**config.mk**
```make
export PLATFORM = sky130hd
export DESIGN_NAME = ctrl_sequencer
export DESIGN_NICKNAME = d
export VERILOG_FILES = /design/src/rtl/ctrl_sequencer.sv
export SDC_FILE = /design/constraint.sdc
export NUM_CORES = 1
export LEC_CHECK = 0
export BUFFER_PORTS_ARGS = -buffer_cell sky130_fd_sc_hd__buf_2
export CAP_MARGIN = 10
export CORE_UTILIZATION = 50
export DETAILED_ROUTE_END_ITERATION = 8
export GPL_TIMING_DRIVEN = 0
export HOLD_SLACK_MARGIN = 0.03
export PLACE_DENSITY = 0.71
export REMOVE_ABC_BUFFERS = 1
export SETUP_SLACK_MARGIN = 0.4
export SLEW_MARGIN = 10
export SYNTH_ARGS = -nofsm -noshare
export SYNTH_HDL_FRONTEND = slang
export SYNTH_SLANG_ARGS = --single-unit
```
**constraint.sdc**
```tcl
create_clock -name clk -period 5.8 [get_ports clk]
set_input_delay 0.29 -clock clk [delete_from_list [all_inputs] [get_ports clk]]
set_output_delay 0.29 -clock clk [all_outputs]
set_load 0.005 [all_outputs]
```
**src/rtl/ctrl_sequencer.sv**
```systemverilog
// rtl/ctrl_sequencer.sv - 16-word microprogram sequencer driving the ALU control word
// Optional hardware loop counter (SETLOOP/DJNZ) enabled by defining CTRL_SEQ_LOOP_EN.
module ctrl_sequencer #(
    parameter int         DEPTH   = 16,
    parameter logic [8:0] IDLE_CW = 9'b110000110
) (
    input  logic        clk,
    input  logic        reset,
    input  logic        load_en,
    input  logic [3:0]  load_addr,
    input  logic [15:0] load_data,
    input  logic        start,
    input  logic        stop,
    output logic [8:0]  c,
    output logic [3:0]  pc,
    output logic        busy,
    output logic        done
);

    typedef enum logic [1:0] {
        ST_IDLE = 2'd0,
        ST_RUN  = 2'd1,
        ST_DONE = 2'd2
    } state_e;

    typedef enum logic [2:0] {
        OP_NEXT    = 3'b000,
        OP_JMP     = 3'b001,
        OP_SETLOOP = 3'b010,
        OP_DJNZ    = 3'b011,
        OP_HALT    = 3'b100
    } op_e;

    state_e      state_q, state_d;
    logic [3:0]  pc_q, pc_d;
    logic [8:0]  c_q, c_d;
    logic [15:0] mem [DEPTH];
    logic [15:0] instr;
    op_e         op;
    logic [3:0]  operand;

`ifdef CTRL_SEQ_LOOP_EN
    logic [3:0]  cnt_q, cnt_d;
`endif

    assign instr   = mem[pc_q];
    assign op      = op_e'(instr[15:13]);
    assign operand = instr[12:9];

    // Program memory is deliberately left out of reset so a reset mid-run keeps the program.
    always_ff @(posedge clk) begin
        if (load_en && (state_q == ST_IDLE)) begin
            mem[load_addr] <= load_data;
        end
    end

    always_comb begin
        state_d = state_q;
        pc_d    = pc_q;
        c_d     = IDLE_CW;
`ifdef CTRL_SEQ_LOOP_EN
        cnt_d   = cnt_q;
`endif
        case (state_q)
            ST_IDLE: begin
                if (start && !stop) begin
                    state_d = ST_RUN;
                    pc_d    = 4'd0;
`ifdef CTRL_SEQ_LOOP_EN
                    cnt_d   = 4'd0;
`endif
                end
            end
            ST_RUN: begin
                // stop discards the fetched word: c returns to idle and pc is frozen.
                if (stop) begin
                    state_d = ST_IDLE;
                end else begin
                    c_d = instr[8:0];
                    case (op)
                        OP_JMP:  pc_d    = operand;
                        OP_HALT: state_d = ST_DONE;
`ifdef CTRL_SEQ_LOOP_EN
                        OP_SETLOOP: begin
                            cnt_d = operand;
                            pc_d  = pc_q + 4'd1;
                        end
                        OP_DJNZ: begin
                            if (cnt_q != 4'd0) begin
                                cnt_d = cnt_q - 4'd1;
                                pc_d  = operand;
                            end else begin
                                pc_d  = pc_q + 4'd1;
                            end
                        end
`endif
                        default: pc_d = pc_q + 4'd1;
                    endcase
                end
            end
            ST_DONE: state_d = ST_IDLE;
            default: state_d = ST_IDLE;
        endcase
    end

    always_ff @(posedge clk or negedge reset) begin
        if (!reset) begin
            state_q <= ST_IDLE;
            pc_q    <= 4'd0;
            c_q     <= IDLE_CW;
        end else begin
            state_q <= state_d;
            pc_q    <= pc_d;
            c_q     <= c_d;
        end
    end

`ifdef CTRL_SEQ_LOOP_EN
    always_ff @(posedge clk or negedge reset) begin
        if (!reset) begin
            cnt_q <= 4'd0;
        end else begin
            cnt_q <= cnt_d;
        end
    end
`endif

    assign c    = c_q;
    assign pc   = pc_q;
    assign busy = (state_q == ST_RUN);
    assign done = (state_q == ST_DONE);

endmodule
```
## Yosys cells after proc, flatten, opt, wreduce, memory -nomap -nowiden

Memories as Yosys holds them, arrays and structs flattened.
Index checks and enable logic that the tools add are counted.

- Bits in registers: 15
- RAM bits: 256
- Input bits: 25
- Output and inout bits: 15
- Word-level logic and storage cells: 32
- Memories kept: 1

- $add $sub $neg: 1
- Eq/ne operators: 8
- Muxes and demuxes: 12
- Reductions and logical operators: 7

Memory list:

| memory | depth | bits a word | read ports | clocked after memory_dff | write ports | RTL line | source |
|---|---|---|---|---|---|---|---|
| mem | 16 | 16 | 1 | 0 | 1 | 37 | `logic [15:0] mem [DEPTH];` |

Operators with widths:

| cell | count |
|---|---|
| 2-to-1 mux 9 bit | 2 |
| case mux 4 bit (2 select lines) | 2 |
| 2-to-1 mux 4 bit | 2 |
| 2-to-1 mux 2 bit | 3 |
| adder 4 x 1 -> 4 bit, second input constant | 1 |
| inequality test 2 bit, second input constant | 2 |
| case mux 2 bit (2 select lines) | 1 |
| AND reduction 4 bit | 1 |
| == test 3 x 1 -> 1 bit, second input constant | 1 |
| == test 3 bit, second input constant | 1 |
| inequality test 3 x 2 -> 1 bit, second input constant | 1 |
| == test 2 x 1 -> 1 bit, second input constant | 1 |
| == test 2 bit, second input constant | 1 |
| logical AND 1 bit | 2 |
| zero test 2 bit | 1 |
| 2-to-1 mux 1 bit | 2 |
| inequality test 2 x 1 -> 1 bit, second input constant | 1 |
| AND reduction 2 bit | 1 |
| nonzero test 2 bit | 1 |
| zero test 1 bit | 1 |

## Longest topological paths before layout

Gate-level depths: netlist of the first run.
An unclocked memory read counts as a cell.

- Depth in word-level cells: 5
- Depth in mapped cells: 9
- Depth with buffers taken out: 6

## Worst setup path before layout of the first run

OpenSTA, ideal clock, no wires.

- Path kind: register to register
- Start point: reg state_q[1]
- End point: mem mem[0][0], enable pin
- Arrival time: 2.142 ns
- Required time: 5.391 ns
- Path slack: 3.248 ns
- Cell stages (with the launch flop): 5
- Buffers on the path: 0
- Clock period less this slack: 2.552 ns
- Cells stage by stage: dfrtp_1 nor2_1 nand2_1 or3_1 nor3_1

- Longest elaborated chain between the ends: 4

Ends and longest elaborated chain:

| what | RTL line | source |
|---|---|---|
| from (decl) | 34 | `state_e state_q, state_d;` |
| from (signal assigned) | 112 | `state_q <= state_d;` |
| zero test 2 bit | 52 | `if (load_en && (state_q == ST_IDLE)) begin` |
| logical AND 1 bit | 52 |  |
| 2-to-1 mux 1 bit | 52 |  |
| 2-to-1 mux 1 bit (not written as such) | 53 | `mem[load_addr] <= load_data;` |
| to (decl) | 37 |  |

Every way passes these cells.

## Final worst setup path of the first run

- Start point: reg pc_q[0] (netlist: pc[0])
- End point: reg pc_q[0] (netlist: pc[0])

- Longest elaborated chain between the ends: 5
- Elaborated cells between the ends (all ways): 9
- Those cells by class: add/sub (1); eq/ne (3); mux (3); reduce/logical (1); memory (1)

Ends and longest elaborated chain:

| what | RTL line | source |
|---|---|---|
| from (decl) | 35 | `logic [3:0] pc_q, pc_d;` |
| from (signal assigned) | 113 | `pc_q <= pc_d;` |
| memory (16 x 16 bit) | n/a |  |
| == test 3 bit / == test 3 x 1 -> 1 bit (equally long branches) | 80 | `case (op)` |
| case mux 4 bit (2 select lines) | 80 |  |
| 2-to-1 mux 4 bit | 76 | `if (stop) begin` |
| case mux 4 bit (2 select lines) | 64 | `case (state_q)` |

Parallel ways exist; a longest one is shown, timed or not. The select of a mux whose other input is x is not followed.
A chain may end at the register's enable or synchronous reset.

==> run metrics, run 1 <==
run status=complete, no violations; max_slew headroom=between 10% and 20%; Setup CP Type=reg2reg; R2R depth=7; Nets=~540; vias per inst=6.03; # diodes=0; Synth Register Bits=about 270; biggest area consumer among synthesized cells=edfxtp_1; Fillers=roughly 1,400; Crit Path Max Fanout=37; CP endpoint=pc[0]; Routed WL=between 20,000 and 25,000 um; global-route wire length before repair=31,400 um; Yosys cell types=38; clock buffer depth=3; largest net degree at the start of global routing=between 40 and 50; CTS HTree Levels=1; Final Critical Period=3.23 ns; post-CTS setup buffers=0; total core area=around 20,000 um^2; vias=around 5,000; grt ovf=0; drt first pass iters=4; count leader, synth=edfxtp_1; DP HPWL=between 10,000 and 15,000 um; CP max stage cell=dfrtp_4; Avg Inst Size Synth=roughly 23 um^2; CTS resizes=0; root buf cell=clkbuf_16; IO Port Bufs=39; Max Cap Viol=0; # clock sinks=between 200 and 300; area grow syn2layout=15.9%; Core Util, Final=59.5%; Synth Cell Area=10,400 um^2; Routability Congestion=approximately 0.73; reg2reg setup slack=between 2 and 3 ns; Peak VDD IR=roughly 220 uV; DR WL/cell=25.8 um; Reg-to-Reg End=pc[0]; ys flop type=edfxtp_1; PD cells=~400 nW/um^2; crit-path cells=buf_16, mux4_1, a22oi_1, nand3_2, o31ai_4, a211oi_1, a211o_1; final hold violations=0; die area=approximately 21,000 um^2; crit end category=register; hold crit path type=in2reg; Worst Clk Skew=about 0.017 ns; DP Area=~11,000 um^2; hold_buf cts=1; fin crit share=55.6%; Synth top area share=between 70% and 80%; Clk pin slew, worst setup/hold paths=around 0.060 ns; filler-free cell count of the finished design=807; RR Startpoint=pc[0]; Tot GR Track Use=20.3%; P_leak=around 3.9 nW; vias in the first global route=roughly 5,000; ys async rst share=between 5 and 6%; ANT nets after route=0; startpoint types=register; Die Height=roughly 150 um; number of synthesized flops with an enable pin=256; CTS buffer count=27; io pins=40; Design Area, Final=12,100 um^2; Synth top cells by count=256 x edfxtp_1, 69 x mux4_2, 16 x nor2_1; Initial Utilization=51.3%; DRC=0; antenna violations before repair=0; TritonCTS clock tree=done; Critical Path Max Stage Delay=0.86 ns; crit path DAT=~3.6 ns; Pwr Total=roughly 0.0049 W; Die Width=147 um; Setup violations, final=0; initial drt markers=448; Slew Limit Fails=0; Worst-Margin Slew=~1.2 ns; RSZ-0062 raised after global routing=no; top post-synthesis cells by area=edfxtp_1 74%, mux4_2 15%, dfrtp_1 2.6%; Std-Cell Rows=52; CP required=around 6.2 ns; ratio of cells with drive above 1 in the final layout=36.9%; Critical Path Start=pc[0]; later-pin clock latency in the skew report=roughly 0.54 ns; post-synthesis cell count=about 450; Synth Warn #=0; fmax=between 300 and 400 MHz; Seq/Total Area, Yosys=approximately 77%; Setup TNS=0 ns; Post-Place Cells=about 760
-- where the power goes --
group / switching, W / total, W / internal [W]
combinational: 0.000384 / 0.000889 / 0.000505
sequential: 0.000128 / 0.00233 / 0.00221
clock: 0.000680 / 0.00166 / 0.000981
total: 0.00119 / 0.00488 / 0.00369
-- registers in the layout, summed over array words and instances (netlist names) --
signal / flops
mem: 256
state_q: 2
c: 9
pc: 4
-- routing by layer --
metal | GRT usage (%) | part of all wire [%]
met1 | 28.7 | 42
met5 | 0 | 0
met2 | 32.4 | 49
met3 | 3.13 | 6.0
met4 | 7.66 | 3.4
-- final cells by class --
| cell class | count | area [um^2] | share of cell area [%] |
|---|---|---|---|
| Inverter | 1 | 3.75 | 0.0310 |
| Clock inverter | 8 | 70.1 | 0.579 |
| Tap cell | 270 | 338 | 2.79 |
| Timing Repair Buffer | 59 | 513 | 4.24 |
| Sequential cell | 271 | 8080 | 66.7 |
| Clock buffer | 42 | 792 | 6.54 |
| Multi-Input combinational cell | 156 | 2320 | 19.1 |
-- placed cells by master, fill, tap and decap left out, types with 2 or more instances in the layout --
cell / synthesis / final
buf_16: 0 / 5
nor2_1: 16 / 4
dfrtp_1: 11 / 8
clkbuf_16: 0 / 27
clkbuf_8: 0 / 6
dfstp_2: 4 / 4
mux4_2: 69 / 69
nand2_1: 9 / 9
buf_4: 2 / 4
or2_2: 4 / 4
nor2_4: 0 / 4
or3_1: 2 / 2
nand3_1: 6 / 6
buf_6: 3 / 4
nand3_2: 2 / 2
a22oi_1: 3 / 3
and3_1: 2 / 2
buf_2: 5 / 39
nand2b_1: 4 / 4
inv_6: 0 / 2
nor2_2: 0 / 8
edfxtp_1: 256 / 256
clkinv_2: 0 / 3
clkinv_1: 0 / 2
mux2i_1: 3 / 3
clkbuf_1: 6 / 9
dfrtp_4: 0 / 2
buf_8: 0 / 5
nor3_2: 0 / 4
mux4_1: 8 / 8
nor2b_1: 10 / 10
-- worst min-delay path by stage --
stage / from / end / slack [ns] / cells past startpoint
final: load_data[4] / mem[11][4] / 0.13 / 1
after global placement: reset / pc[0] / 0.26 / 1
after floorplan: reset / c[0] / -0.006 / 0
after CTS: load_data[10] / mem[9][10] / 0.11 / 1
after detailed placement: reset / state_q[0] / 0.29 / 1
after global routing: load_data[10] / mem[12][10] / 0.12 / 1
-- through the flow --
step	worst slack [ns]	hold WS, ns
after global placement	0.146	0.264
after global routing	2.33	0.121
final	2.57	0.126
after CTS	2.56	0.110
after floorplan	1.33	-0.00559
after detailed placement	2.56	0.289
-- worst max-delay path, delay by kind of cell, from the launching register on --
kind / cells / cell delay [ns]
compound gates: 4 / 1.14
flops: 1 / 0.86
mux: 1 / 0.59
buf+inv: 1 / 0.34
simple gates: 1 / 0.15
-- logic make-up after synthesis --
logic type               after synthesis  share of synthesized area [%]
multiplexers                          80                           17.2
flip-flops                           271                           77.2
adder cells (fa/ha/maj)                1                          0.120
AO/OA/AOI/OAI                         10                          0.850
buffers and inverters                 22                           1.29
AND/OR/NAND/NOR                       65                           3.35
(Power assumes the default switching activity.)
==> run 2, diff against run 1 <==
==> constraint.sdc (replaced) <==
create_clock -name clk -period 3.2 [get_ports clk]
set_input_delay 0.16 -clock clk [delete_from_list [all_inputs] [get_ports clk]]
set_output_delay 0.16 -clock clk [all_outputs]
set_load 0.005 [all_outputs]
==> run metrics, run 2 (synthesized netlist as in run 1, its figures left out) <==
run status=complete, no violations; Routability Congestion=0.727 (unchanged); startpoint types=register; vias in the first global route=5,084 (+1.4%); DR WL/cell=25.4 um (-1.5%); PD cells=724 nW/um^2 (+79%); total core area=20,400 um^2 (unchanged); vias=4,965 (+2.1%); most frequent cells in the layout=256 x edfxtp_1, 69 x mux4_2, 39 x buf_2; CP required=3.63 ns (-2.58 ns); P_leak=3.96 nW (+2.7%); die area=21,500 um^2 (unchanged); Worst Clk Skew=0.0179 ns (+0.00135 ns); clock buffer depth=3 (unchanged); Design Area, Final=12,300 um^2 (+1.9%); Max Cap Viol=0 (unchanged); TritonCTS clock tree=done; ratio of cells with drive above 1 in the final layout=37.0% (+0.093 points); Routed WL=21,100 um (+1.3%); met2 wire length=10,600 um (+4.3%); Tot GR Track Use=20.6% (+0.27 points); Final Critical Period=2.68 ns (-0.550 ns); fin crit share=83.6% (+28 points); Die Width=147 um (unchanged); Largest register FFs=256 (unchanged); global-route wire length before repair=31,800 um (+1.4%); later-pin clock latency in the skew report=0.54 ns (about the same); RSZ-0062 raised after global routing=no; DP Area=11,200 um^2 (unchanged); most common cell after layout, fill and taps aside=edfxtp_1; Initial Utilization=51.3% (unchanged); Critical Path Max Stage Delay=0.62 ns (-0.24 ns); metal3 WL=1270 um (+1.0%); CP max stage cell=dfrtp_4; drt first pass iters=5 (+1); grt ovf=0 (unchanged); crit path DAT=3.10 ns (-0.54 ns); largest net degree at the start of global routing=43 (unchanged); worst path bufs/invs=2 (+1); area grow syn2layout=18.1%; hold crit path type=in2reg; Setup TNS=0 ns (unchanged); CTS HTree Levels=1 (unchanged); largest register by flop count=mem; max_slew headroom=43.4% (+26 points); Nets=565 (+4.2%); Core Util, Final=60.6% (+1.2 points); # diodes=0 (unchanged); Die Height=147 um (unchanged); Setup violations, final=0 (unchanged); Slew Limit Fails=0 (unchanged); io pins=40 (unchanged); Peak VDD IR=394 uV (+80%); ANT nets after route=0 (unchanged); DP HPWL=12,400 um (unchanged); # clock sinks=271 (unchanged); fmax=374 MHz (+21%); crit-path cells=buf_16, mux4_2, a22oi_1, nand3_2, o31ai_4, buf_4, o21ba_2, o22ai_1; detailed-routing wirelength on met1=8690 um (-0.41%); Worst-Margin Slew=0.844 ns (-0.391 ns); DRC=0 (unchanged); Clk pin slew, worst setup/hold paths=0.06 ns (about the same); crit end category=register; IO Port Bufs=39 (unchanged); antenna violations before repair=0 (unchanged); initial drt markers=449 (+0.22%); root buf cell=clkbuf_16; Std-Cell Rows=52 (unchanged); final hold violations=0 (unchanged); hold_ws=0.110 ns (-0.0167 ns); Crit Path Max Fanout=42 (+14%); Setup CP Type=reg2reg; CTS buffer count=27 (unchanged); vias per inst=5.98 (-0.75%); Largest delay share family, worst path=compound AO/OA/AOI/OAI gates; Top Layer Used=met4
[run 2: changes by cell type in the layout (fill, tap and decap cells not counted)]
cell,change
dlygate4sd3_1,+16
buf_4,+6
and3b_1,-1
and3b_2,+1
buf_16,+1
dfrtp_1,-1
dfrtp_2,+1
[run 2: final timing paths]
| check | from | endpoint | slack [ns] | cells after the start |
|---|---|---|---|---|
| min in group asynchronous | reset | c[0] | 0.14 | 2 |
| worst min-delay path | load_addr[3] | mem[3][2] | 0.11 | 2 |
| worst max register to register | pc[1] | pc[2] | 0.52 | 8 |
| worst max-delay path | pc[1] | pc[2] | 0.52 | 8 |
| max in group asynchronous | reset | pc[1] | 2.66 | 2 |
| worst min register to register | mem[8][13] | state_q[1] | 0.83 | 4 |
[run 2: where the power goes]
group / leakage, nW / switching [W] / internal [W]
Combinational: 1.04 / 0.000779 / 0.000974
Sequential: 2.49 / 0.000170 / 0.00400
Clock: 0.425 / 0.00123 / 0.00178
[run 2: cell type report]
type	count	area [um^2]
fillers	1381	8020
inverters	1	3.75
clock inverters	8	70.1
well taps	270	338
flip-flops and latches	271	8080
multi-input cells	156	2320
repair buffers	82	746
clock buffers	42	792
[run 2: metrics by stage]
step                power [W]  std cells  worst slack, ns
global placement      0.00592        737            -2.45
floorplan             0.00542        428            -1.27
CTS                   0.00899        827            0.474
global route          0.00925        830            0.362
detailed placement    0.00593        756          -0.0372
finish                0.00893        830            0.524
[run 2: routing by layer]
| layer | vias to the layer above | track usage, % |
|---|---|---|
| met5 | - | 0 |
| met4 | 0 | 6.77 |
| met3 | 51 | 3.25 |
| met2 | 213 | 33.5 |
| met1 | 2613 | 28.9 |
| li1 | 2088 | - |
[run 2: timing repair]
action	CTS	global route
setup endpoints to repair	5	4
buffers inserted	4	3
pin swaps	0	1
endpoints found under the hold margin	271	0
gates resized for setup	1	1
hold buffers	17	0
==> run 3, diff against run 2 <==
--- a/config.mk
+++ b/config.mk
@@ -11,7 +11,7 @@
 export DETAILED_ROUTE_END_ITERATION = 8
 export GPL_TIMING_DRIVEN = 0
 export HOLD_SLACK_MARGIN = 0.03
-export PLACE_DENSITY = 0.71
+export PLACE_DENSITY = 0.73
 export REMOVE_ABC_BUFFERS = 1
 export SETUP_SLACK_MARGIN = 0.4
 export SLEW_MARGIN = 10
==> constraint.sdc (replaced) <==
create_clock -name clk -period 2.2 [get_ports clk]
set_input_delay 0.11 -clock clk [delete_from_list [all_inputs] [get_ports clk]]
set_output_delay 0.11 -clock clk [all_outputs]
set_load 0.005 [all_outputs]
==> run metrics, run 3 (synthesized netlist as in run 1, its figures left out) <==
run status=finished with violations; violated checks=setup timing; DRC=0 (unchanged); Critical Path Max Stage Delay=0.51 ns (-0.11 ns); final hold violations=0 (unchanged); die area=21,500 um^2 (unchanged); Reg-to-Reg End=pc[0]; DP HPWL=12,500 um (+0.69%); total core area=20,400 um^2 (unchanged); Worst-Margin Slew=0.585 ns (-0.259 ns); later-pin clock latency in the skew report=0.53 ns (about the same); multi-input logic area=2480 um^2 (+7.0%); ANT nets after route=0 (unchanged); Largest delay share family, worst path=compound AO/OA/AOI/OAI gates; largest net degree at the start of global routing=27 (-37%); share of total power in combinational logic=26.2% (+6.6 points); # clock sinks=271 (unchanged); final worst slack=-0.342 ns (-0.865 ns); fmax=393 MHz (+5.3%); CP required=2.60 ns (-1.03 ns); DR WL/cell=29.4 um (+16%); antenna violations before repair=0 (unchanged); Tot GR Track Use=24.4% (+3.8 points); Pint=0.0109 W (+61%); Clock Power Share=32.5% (-1.2 points); Setup violations, final=14 (+14); Reg power frac=41.3% (-5.4 points); most common cell after layout, fill and taps aside=edfxtp_1; hold_ws=0.106 ns (-0.00364 ns); Crit Path Max Fanout=6 (-86%); vias=5,575 (+12%); Die Width=147 um (unchanged); Setup CP Type=reg2reg; io pins=40 (unchanged); TritonCTS clock tree=done; Largest register FFs=256 (unchanged); vias in the first global route=5,563 (+9.4%); storage element area=8080 um^2 (about the same); Std-Cell Rows=52 (unchanged); crit-path cells=buf_12, mux4_2, a22oi_2, nand3_4, o31ai_4, buf_6, nand2_4, a211o_1; crit end category=register; P_leak=4.46 nW (+13%); Die Height=147 um (unchanged); Routability Congestion=0.746 (+2.7%); PD cells=1080 nW/um^2 (+50%); Peak VDD IR=552 uV (+40%); area grow syn2layout=29.2%; hold crit path type=in2async; Routed WL=26,400 um (+25%); Nets=632 (+12%); Setup TNS=-2.63 ns (-2.63 ns); largest register by flop count=mem; clock buffer depth=3 (unchanged); most frequent cells in the layout=256 x edfxtp_1, 72 x mux4_2, 38 x buf_2; Core Util, Final=66.3% (+5.7 points); fin crit share=116% (+32 points); startpoint types=register; RSZ-0062 raised after global routing=yes; DP Worst Slack=-0.847 ns (-0.810 ns); crit path DAT=2.94 ns (-0.16 ns); max_slew headroom=61.0% (+18 points); # diodes=0 (unchanged); root buf cell=clkbuf_16; CP max stage cell=mux4_2; global-route wire length before repair=36,700 um (+15%); Max Cap Viol=0 (unchanged); CTS HTree Levels=1 (unchanged); Clk pin slew, worst setup/hold paths=0.08 ns (+0.02 ns); reg2reg setup slack=-0.34 ns (-0.87 ns); drt first pass iters=6 (+1); grt ovf=0 (unchanged); Initial Utilization=51.3% (unchanged); Worst Clk Skew=0.0198 ns (+0.00193 ns); worst path bufs/invs=2 (unchanged); Slew Limit Fails=0 (unchanged); vias per inst=6.22 (+4.0%); RR Startpoint=pc[0]; initial drt markers=586 (+31%); R2R depth=8 (unchanged); Fillers=1,197 (-13%); sw frac=25.7% (+1.3 points); CTS buffer count=27 (unchanged); P_sw=0.00376 W (+73%); ratio of cells with drive above 1 in the final layout=47.4% (+10 points); IO Port Bufs=39 (unchanged); Final Critical Period=2.54 ns (-0.135 ns)
==> run 3: repair_timing <==
item | CTS | global route
setup endpoints to repair | 273 | 132
hold buffers | 17 | 0
pin swaps | 25 | 15
cloned | 4 | 1
endpoints found under the hold margin | 271 | 0
setup buffers | 53 | 16
resized for setup | 47 | 33
==> run 3: area by class of cell <==
class	count	share of cell area [%]
flip-flops and latches	271	59.9
inverters	1	0.0278
well taps	270	2.50
clock buffers	39	5.71
multi-input cells	156	18.4
clock inverters	10	1.15
repair buffers	149	12.4
==> run 3: worst register-to-register path: stages, from the launching register on <==
cell and delay [ns]:
dfrtp_4 0.49, buf_12 0.14, mux4_2 0.51, a22oi_2 0.26, nand3_4 0.14, o31ai_4 0.33
buf_6 0.17, nand2_4 0.06, a211o_1 0.32
==> run 3: worst max path at each step <==
| stage | cells past startpoint | startpoint | endpoint | slack, ns |
|---|---|---|---|---|
| floorplan | 6 | pc[0] | pc[0] | -2.27 |
| global placement | 6 | pc[0] | pc[0] | -3.43 |
| detailed placement | 6 | pc[0] | pc[3] | -0.85 |
| CTS | 7 | pc[0] | pc[0] | -0.21 |
| global route | 8 | pc[0] | pc[2] | -0.41 |
| finish | 8 | pc[0] | pc[0] | -0.34 |
==> run 3: metrics by stage <==
| stage | cells | area [um^2] | total power (W) |
|---|---|---|---|
| final | 896 | 13500 | 0.0146 |
| after global routing | 896 | 13500 | 0.0150 |
| after floorplan | 428 | 10300 | 0.00789 |
| after global placement | 737 | 10900 | 0.00837 |
| after detailed placement | 756 | 11200 | 0.00866 |
| after CTS | 879 | 13200 | 0.0141 |
==> run 3: per-layer routing <==
metal	global-route usage, %	vias up	part of all wire [%]
li1	-	2219	-
met1	34.0	2918	37
met2	40.2	365	50
met3	3.31	73	9.3
met4	8.44	0	3.4
met5	0	-	0
==> run 3: power groups by stage <==
| stage | combinational (W) | sequential, W | clock (W) |
|---|---|---|---|
| after floorplan | 0.00155 | 0.00634 | 0 |
| after global placement | 0.00185 | 0.00652 | 0 |
| after detailed placement | 0.00241 | 0.00625 | 0 |
| after CTS | 0.00333 | 0.00605 | 0.00476 |
| after global routing | 0.00399 | 0.00606 | 0.00499 |
| final | 0.00383 | 0.00605 | 0.00476 |
